===== src/rtl/lfsr_pkg.sv =====
// lfsr_pkg: shared definitions for the 16-bit XNOR Fibonacci LFSR used by
// the stream generator and the receive-side checker.
//   LFSR_W      register width (bits numbered LFSR_W..1)
//   TAP_*       feedback tap positions 16, 15, 13, 4
//   lfsr_next() XNOR feedback bit shifted in at position 1
//   state_e     checker FSM states
package lfsr_pkg;

  localparam int unsigned LFSR_W = 16;
  localparam int unsigned TAP_A  = 16;
  localparam int unsigned TAP_B  = 15;
  localparam int unsigned TAP_C  = 13;
  localparam int unsigned TAP_D  = 4;

  typedef enum logic [1:0] {
    HUNT,
    VERIFY,
    LOCKED
  } state_e;

  function automatic logic lfsr_next(input logic [LFSR_W:1] s);
    return ~(s[TAP_A] ^ s[TAP_B] ^ s[TAP_C] ^ s[TAP_D]);
  endfunction

endpackage


===== src/rtl/lfsr_gen.sv =====
// lfsr_gen: transmit-side 16-bit XNOR Fibonacci LFSR bit generator.
// Ports:
//   clock    system clock, rising edge
//   reset_l  asynchronous active-low reset (register cleared to 0)
//   en       advance the register by one bit
//   q        current stream bit (the bit shifted in on the next enabled edge)
module lfsr_gen
  import lfsr_pkg::*;
(
  input  logic clock,
  input  logic reset_l,
  input  logic en,
  output logic q
);

  logic [LFSR_W:1] s_q;

  assign q = lfsr_next(s_q);

  always_ff @(posedge clock or negedge reset_l) begin
    if (!reset_l) begin
      s_q <= '0;
    end else if (en) begin
      s_q <= {s_q[LFSR_W-1:1], q};
    end
  end

endmodule


===== config.mk =====
export PLATFORM = sky130hd
export DESIGN_NAME = lfsr_gen
export DESIGN_NICKNAME = d
export VERILOG_FILES = /design/src/rtl/lfsr_pkg.sv /design/src/rtl/lfsr_gen.sv
export SDC_FILE = /design/constraint.sdc
export NUM_CORES = 1
export LEC_CHECK = 0
export CORE_AREA = 2 2 39 41
export DETAILED_ROUTE_END_ITERATION = 6
export DIE_AREA = 0 0 41 43
export DONT_BUFFER_PORTS = 1
export GPL_TIMING_DRIVEN = 0
export SKIP_LAST_GASP = 1
export SYNTH_ARGS = -nofsm -noshare
export SYNTH_HDL_FRONTEND = slang
export SYNTH_SLANG_ARGS = --single-unit

===== constraint.sdc =====
create_clock -name clock -period 1 [get_ports clock]
set_input_delay 0.2 -clock clock [delete_from_list [all_inputs] [get_ports clock]]
set_output_delay 0.2 -clock clock [all_outputs]
set_load 0.02 [all_outputs]

After elaboration in Yosys (flattened, before gate mapping)

Cells that the tools add are included.

Register bits: 16
Latch bits: 0
RAM bits: 0
Bits in read-only memories: 0
Memories: 0

Add/subtract/negate cells: 0
Multiply operators: 0
Divide/modulo/power cells: 0
Order comparisons: 0
Equality and inequality tests: 0
Shifts and indexed selects: 0
Mux-type cells: 0
Bitwise gates (word level): 4
Reductions and logical operators: 0

Operators by type and width:

| operator  | count |
|---|---|
| XOR 1 bit | 3 |
| NOT 1 bit | 1 |

Logic depth before layout (Yosys ltp)

Gate-level depths: netlist of run 1.

Depth in word-level cells: 4
Gate-level depth with buffers: 3
Mapped depth without buffers: 3

Least setup slack after synthesis of run 1

No wires, ideal clock.

Path kind: flip-flop to flip-flop
Start: register s_q[4] (netlist name)
End: register s_q[1] (netlist name)
Library setup time: 0.066 ns
Arrival time: 1.178 ns
Required time: 0.934 ns
Setup slack: -0.245 ns
Stages on the path, launching flop included: 4
Path through: dfrtp_1 -> xnor2_1 -> xnor2_1 -> mux2_4

Word-level cells in the longest chain between the ends: 2

RTL lines:

| item                     | line           | RTL |
|---|---|---|
| start: declaration       | lfsr_gen.sv:16 | `logic [LFSR_W:1] s_q;` |
| start signal: assignment | lfsr_gen.sv:24 | `s_q <= {s_q[LFSR_W-1:1], q};` |
| XOR 1 bit                | lfsr_pkg.sv:22 | `return ~(s[TAP_A] ^ s[TAP_B] ^ s[TAP_C] ^ s[TAP_D]);` |
| NOT 1 bit                | lfsr_pkg.sv:22 |  |
| named net q              | lfsr_gen.sv:13 | `output logic q` |

The timed path passes the listed nets, and every way through them passes these cells.
A chain may end at the register's enable or synchronous reset.

Final worst setup path of run 1

Start: register s_q[15] (netlist name)
End: output port q

Word-level cells in the longest chain between the ends: 4

RTL lines:

| item                    | line |
|---|---|
| XOR 1 bit (3 in series) | lfsr_pkg.sv:22 |
| NOT 1 bit               | lfsr_pkg.sv:22 |
| end: declaration        | lfsr_gen.sv:13 |

Every way passes these cells.

==> impl_summary.md, run 1 <==
Layout
In the final layout, the share of cells above drive strength 1 is 0.614. After the last flow step, the layout net total stands at 48. 0 antenna diodes ended up in the layout. Ranked by flip-flop count, first place goes to s_q. The flip-flop count of the largest register after layout is 16. The largest registers in the layout are s_q: 16 flops. The synthesis-to-finish area growth is 16.6%. Summing all flip-flop and latch instances after layout gives 400 um2.

The number of inserted filler cells in the final layout is 122. The multi-input combinational cells in the finished layout cover a total of 233 um2. The post-route standard cell area excluding fillers is 731 um2. At the end of the flow the core is filled with cells to 0.528.

CTS
Counting along the longest clock path gives a buffer depth of 2. The count of H-tree levels built during CTS is 1. Counting every sink on the clock net gives 16. For the worst-skew pair, the clock arrives at the later sink with an insertion delay of 0.28 ns.

The CTS root buffer is clkbuf_4. The total clock buffers created by CTS is 3. The CTS tree is built. Clock-pin slew was measured on the worst setup and hold paths at 0.09 ns.

Critical path
The type of destination of the critical path is a primary output. The required time at the worst-slack endpoint is 0.80 ns. The setup path with the least slack is of type reg2out. Of all nets on the critical path, the largest fanout is 3. The data arrival time at the worst-slack endpoint is 1.18 ns. STA classifies the critical path startpoint as a register.

Global routing
The first global-routing pass estimated 1370 um of wire. The initial antenna violation count is 0. Entering global routing, the biggest net connects 17 pins.

Across every metal layer, demand over resource in global routing totals 0.122. The via count of the first global-routing pass was 339. After global routing the overflow that remains totals 0.

STA
The post-layout minimum cycle time is 1.38 ns. The hold slack is 0.298 ns. The final critical-path setup slack is -0.378 ns. For this run, the top clock speed supported by timing is 0.726 GHz. Setup repair after global routing could not meet its margin everywhere. The fraction of the cycle the final worst path needs is 1.38. Setup violations remaining at the end of the flow were counted as 2. At the pin with the least slew margin, the transition time is 0.668 ns. The worst max-slew margin expressed relative to the limit is 0.553.

The post-route clock skew is 0.000767 ns. The total count of max-transition violations in the final report came to 0. The number of hold violations in the final report is 0.

Drt
The antenna violation net count after detailed routing is 0. The first TritonRoute pass finished after 2 iterations. Dividing the detail-routed via count by the number of cells gives 5.13. The routed wirelength normalized by instance count is 12.7 um. Detailed routing inserted a total of 308 vias.

Summed over all layers, the routed wires come to 760 um. The DRC violation count after routing is 0. The detailed router finished its first iteration with 2 violations.

Logic synthesis
The library cell with the largest summed area after synthesis is dfrtp_1. The summed instance area of the synthesized netlist is 627 um2. Synthesis handed over a netlist of 37 instances. For this run, the register share of the synthesized area comes to 0.639. By area the synthesized netlist is led by dfrtp_1 (64%), mux2_2 (27%), xnor2_1 (4.2%). The commonest cells after synthesis are dfrtp_1 (16), mux2_2 (15), xnor2_1 (3).

Each instance of the synthesized netlist takes up on average 16.9 um2. The flip-flop cell with the highest count after synthesis is dfrtp_1. Yosys mapped the design onto 6 distinct sky130hd cell types. Counting flops with a built-in enable in the synthesized netlist gives 0. The most numerous cell in the Yosys netlist is dfrtp_1. The number of nets in the synthesized netlist is 40. The share of synthesized area in the top cell type comes to 0.639. The share of synthesized flip-flops with an asynchronous set or reset is 1.00. The number of synthesized register bits is 16. Yosys printed 0 warnings.

Floorplanning
For this configuration, the core starts out at a cell density of 0.453. The die covers 1760 um2. The boundary pin count is 4. From bottom edge to top edge, the die measures 43 um. After floorplanning, the core was divided into 14 placement rows. The core region is 1380 um2. The chip width is 41 um.

Outcome
The final reports fail on negative setup slack. The flow ran to the end, but the final reports show violations.

Placement
Summing all placed instances gives a cell area of 669 um2. Routability-driven placement finished with a final weighted congestion of 0.587. In this run the tool buffered the top-level ports with 0 buffer cells. The HPWL reported at the end of detailed placement is 546 um.

Power
The power per cell area is 3410 nW/um2. For this design the static power due to leakage is 0.319 nW. The maximum resistive drop on vdd is 1.55 mV.

Run
Max-cap violations in this run came to 0.

Hold path
The type of the most critical hold path is in2reg.
## kinds of logic after synthesis
group / Yosys count / share of synthesized area
muxes: 16 / 0.293
DFF: 16 / 0.639
xor gates and xnor gates: 3 / 0.0419
buffers and inverters: 2 / 0.0259
## area by class of cell
| class | count | area share |
|---|---|---|
| plain buffers | 2 | 0.0223 |
| clock buffers | 4 | 0.0497 |
| multi-input cells | 19 | 0.318 |
| flip-flops and latches | 16 | 0.548 |
| well taps | 16 | 0.0274 |
| repair buffers | 3 | 0.0342 |
## path summary, 6_finish.rpt
kind,start,end,slack [ns],cells past startpoint
hold / removal,en,s_q[13],0.30,2
setup reg to reg,s_q[15],s_q[1],-0.17,3
max in group asynchronous,reset_l,s_q[15],0.19,1
setup / recovery,s_q[15],q,-0.38,2
min in group asynchronous,reset_l,s_q[1],0.39,1
hold reg to reg,s_q[14],s_q[14],0.51,1
## where the power goes
part	switching [mW]	leakage, nW	total [mW]	internal [mW]
clock network	0.190	0.0210	0.412	0.221
registers	0.194	0.185	1.17	0.980
logic	0.344	0.113	0.905	0.561
total	0.728	0.319	2.49	1.76
## critical path, cell delays in order (launching register included)
cell,delay [ns]
dfrtp_1,0.43
xnor2_2,0.16
xnor2_2,0.31
## timing repair
item	4_1_cts	5_1_grt
buffers inserted	2	0
hold buffers	1	0
gates cloned	0	0
gates resized for setup	0	0
pin swaps	2	1
hold endpoints to repair	16	0
setup endpoints to repair	2	2
## cell usage in the layout (no fill, tap or decap)
master,count
dfrtp_1,16
mux2_2,15
xnor2_2,3
clkbuf_4,3
buf_4,2
buf_2,1
buf_6,1
mux2_4,1
clkbuf_8,1
dlygate4sd3_1,1
## stage by stage
step           power, mW  setup TNS [ns]  setup WS, ns  std cells
4_1_cts             2.53          -0.563        -0.387         60
6_report            2.49          -0.552        -0.378         60
5_1_grt             2.67          -0.662        -0.445         60
3_3_place_gp        2.00          -0.295        -0.171         53
3_5_place_dp        2.04          -0.435        -0.175         53
2_1_floorplan       1.92          -0.174        -0.133         37
## routing by layer
layer  share of wire  up-vias  wire length [um]  global-route usage
met5               0        -                 0                   0
met4           0.036        0                27               0.120
li1                -      144                 -                   -
met2            0.48        5               363               0.175
met1            0.45      155               340               0.135
met3           0.037        4                28              0.0314
No activity file was read; power rests on OpenSTA's default activity.
==> run 2: changes to the inputs <==
==> constraint.sdc (replaced) <==
create_clock -name clock -period 1.2 [get_ports clock]
set_input_delay 0.24 -clock clock [delete_from_list [all_inputs] [get_ports clock]]
set_output_delay 0.24 -clock clock [all_outputs]
set_load 0.02 [all_outputs]
==> run 2 against run 1 <==
Compared with the run above:
- the run still ends with negative setup slack left
- die area unchanged
- count of clock-buffer cells in the layout decreased by 1
- cell count decreased by 3.3%
- critical path depth unchanged
- clock skew increased by 0.0018 ns
- power decreased by 23%
- via count decreased by 2.9%
- highest routed layer unchanged
- hold slack improved by 0.051 ns
- sequential power decreased by 18%
- core utilization decreased by 2.6 points
- combinational power decreased by 24%
==> impl_summary.md, run 2 (synthesis results as in run 1) <==
Outcome
Outcome: complete, but fails checks (unchanged). Violations in the final reports: negative setup slack (unchanged).

Power
The cell leakage power was 0.296 nW (was 0.319 nW). The power per cell area is 2760 nW/um2 (was 3410 nW/um2). The clock network power share was 0.139 (was 0.165).

The switching power as a share of total power came to 0.301 (was 0.292). The internal power summed over all cells was 1.34 mW (was 1.76 mW). The share of power burned in registers is 0.503 (was 0.471). The reported net switching power is 0.577 mW (was 0.728 mW). The share of total power in combinational logic is 0.358 (was 0.363).

The maximum resistive drop on vdd is 1.22 mV (was 1.55 mV).

STA
The total count of max-transition violations in the final report is 0 (unchanged). The transition at the pin with the smallest max-transition slack is 0.691 ns (was 0.668 ns). The fraction of the cycle the final worst path needs is 1.16. The final critical-path setup slack is -0.197 ns (was -0.378 ns).

Unrepaired setup endpoints after global routing: true (unchanged). The hold slack is 0.349 ns (was 0.298 ns). The post-route clock skew was 0.00257 ns (was 0.000767 ns). The number of hold violations in the final report is 0 (unchanged).

The number of setup violations in the final report was 2 (unchanged). The worst path in the final design needs a cycle of 1.40 ns, including I/O delays and setup. Static timing analysis puts the maximum clock frequency at 0.716 GHz. The worst max-slew margin expressed relative to the limit is 0.538 (was 0.553).

Floorplanning
The area enclosed by the die boundary is 1760 um2 (unchanged). The area of the placeable core came to 1380 um2 (unchanged). The chip width is 41 um (unchanged). The number of rows in the core area is 14 (unchanged). The starting density of the core is 0.453 (unchanged). The floorplan die height is 43 um (unchanged). The boundary pin count came to 4 (unchanged).

Critical path
The type of destination of the critical path is a primary output (unchanged). The number of cells on the worst reg-to-reg path is 3 (unchanged). The slack of the worst reg-to-reg path was -0.02 ns (was -0.17 ns). The required time at the worst-slack endpoint is 0.96 ns (was 0.80 ns). The end of the worst register-to-register path was s_q[1] (unchanged).

The sort of element at the start of the critical path is a register (unchanged). The worst-path maximum fanout is 2 (was 3). The reg-to-reg critical path startpoint is s_q[4] (was s_q[15]). The data arrival time at the worst-slack endpoint came to 1.16 ns (was 1.18 ns). The start-to-end type of the worst setup path is reg2out (unchanged).

Layout
The synthesis-to-finish area growth was 10.8% (was 16.6%). Largest registers in the final layout: s_q: 16 flops (unchanged). The commonest non-fill, non-tap cell in the layout is dfrtp_1 (unchanged).

Highest-count cells in the layout ignoring fill and taps: dfrtp_1 (16), mux2_2 (15), clkbuf_4 (3) (was dfrtp_1 (16), mux2_2 (15), xnor2_2 (3), clkbuf_4 (3), buf_4 (2)). The post-route standard cell area excluding fillers came to 694 um2 (was 731 um2). The fraction of final layout cells with drive strength greater than 1 is 0.548 (was 0.614).

The flip-flop count of the largest register after layout is 16 (unchanged). The number of diodes is 0 (unchanged). The register with the highest flop count is s_q (unchanged). The number of nets in the finished design is 47 (was 48).

Drt
The routed wirelength normalized by instance count is 13.2 um (was 12.7 um). The DRC violation count after routing came to 0 (unchanged). The number of optimization iterations in the first detailed-route pass is 1 (was 2). The number of vias per cell after detailed routing came to 5.16 (was 5.13).

The initial detailed-routing violation count came to 0 (was 2). The antenna violation net count after detailed routing is 0 (unchanged). The via total after detailed routing is 299 (was 308). The total wire length was 764 um (was 760 um).

CTS
The number of resized instances in the post-cts repair step is 0 (unchanged). The clock latency of the later-clocked register in the worst-skew pair is 0.28 ns (about the same). The CTS root buffer is clkbuf_4 (unchanged). The CTS sink count is 16 (unchanged).

The buffer levels on the longest clock path was 2 (unchanged). The count of H-tree levels built during CTS came to 1 (unchanged). The total clock buffers created by CTS is 3 (unchanged). The clock-pin slew of the registers on the worst-case setup and hold paths is 0.08 ns (was 0.09 ns). The CTS tree is built (unchanged).

Placement
The count of input and output buffers is 0 (unchanged). The final weighted congestion in routability-driven placement came to 0.581 (was 0.587). The HPWL reported at the end of detailed placement is 547 um (was 546 um).

The placed standard-cell area is 654 um2 (was 669 um2).

Global routing
The met1 routing resource usage after global routing was 0.170 (was 0.135). The overall overflow remaining after global route is 0 (unchanged). The wire length of the first global-routing pass came to 1390 um (was 1370 um).

The via count of the first global-routing pass was 325 (was 339). The met2 usage in global routing is 0.156 (was 0.175). The busiest layer in global routing is met1 (was met2).

The largest net degree at the start of global routing is 17 (unchanged). The fraction of met3 tracks used by global routing is 0.0628 (was 0.0314). The initial antenna violation count came to 0 (unchanged).

The overall fraction of global-route tracks in use is 0.126 (was 0.122).

Hold path
The count of cells along the worst hold path is 2 (unchanged). The type of the most critical hold path is in2reg (unchanged). The endpoint of the worst hold-timing path is s_q[1] (was s_q[13]). The launch instance of the worst min-delay path is en (unchanged).

Run
The max-capacitance violation count is 0 (unchanged).
-- run 2: cell count changes in the layout (fill, tap and decap cells not counted) --
cell      delta
clkbuf_8     -1
xnor2_1      +2
buf_4        -1
xnor2_2      -2
-- run 2: per-stage QoR --
| step | power, mW | TNS, ns | cells | worst slack [ns] | utilization |
|---|---|---|---|---|---|
| after detailed placement | 1.64 | -0.0336 | 53 | -0.0336 | 0.473 |
| after floorplan | 1.54 | 0 | 37 | 0.0153 | - |
| after CTS | 1.95 | -0.248 | 58 | -0.220 | 0.502 |
| after global placement | 1.61 | -0.0307 | 53 | -0.0307 | 0.473 |
| after global routing | 2.05 | -0.356 | 58 | -0.281 | 0.502 |
| final | 1.92 | -0.213 | 58 | -0.197 | 0.502 |
-- run 2: cell type report --
cell class                 count  area [um2]
buffer                         2        16.3
clock buffer                   3        22.5
fill                         122         689
multi-input combinational     19         218
sequential                    16         400
tap                           16        20.0
timing repair buffer           2        17.5
-- run 2: repair_timing --
| action | CTS | global route |
|---|---|---|
| buffers inserted | 1 | 0 |
| endpoints found under the hold margin | 16 | 0 |
| setup endpoints to repair | 2 | 2 |
| pin swaps | 1 | 0 |
| hold buffers | 1 | 0 |
-- run 2: power groups by stage --
stage          Combinational, mW  Sequential (mW)  Clock, mW
2_1_floorplan              0.608            0.933          0
3_3_place_gp               0.639            0.967          0
3_5_place_dp               0.654            0.983          0
4_1_cts                    0.702            0.967      0.281
5_1_grt                    0.737             1.00      0.313
6_report                   0.687            0.964      0.267
-- run 2: how the worst max path moves through the flow --
stage / from / end / slack [ns] / cells after the start
4_1_cts: s_q[4] / q / -0.22 / 2
3_5_place_dp: s_q[4] / s_q[1] / -0.03 / 3
5_1_grt: s_q[15] / q / -0.28 / 2
2_1_floorplan: s_q[4] / s_q[1] / 0.02 / 3
3_3_place_gp: s_q[4] / s_q[1] / -0.03 / 3
6_report: s_q[15] / q / -0.20 / 2
-- run 2: critical path: stages (launching register included) --
cell,delay (ns)
dfrtp_1,0.40
xnor2_1,0.16
xnor2_2,0.33
-- run 2: per-layer routing --
layer / vias up / part of all wire
met5: - / 0
met4: 0 / 0.024
met3: 4 / 0.037
met2: 5 / 0.46
met1: 151 / 0.48
li1: 139 / -
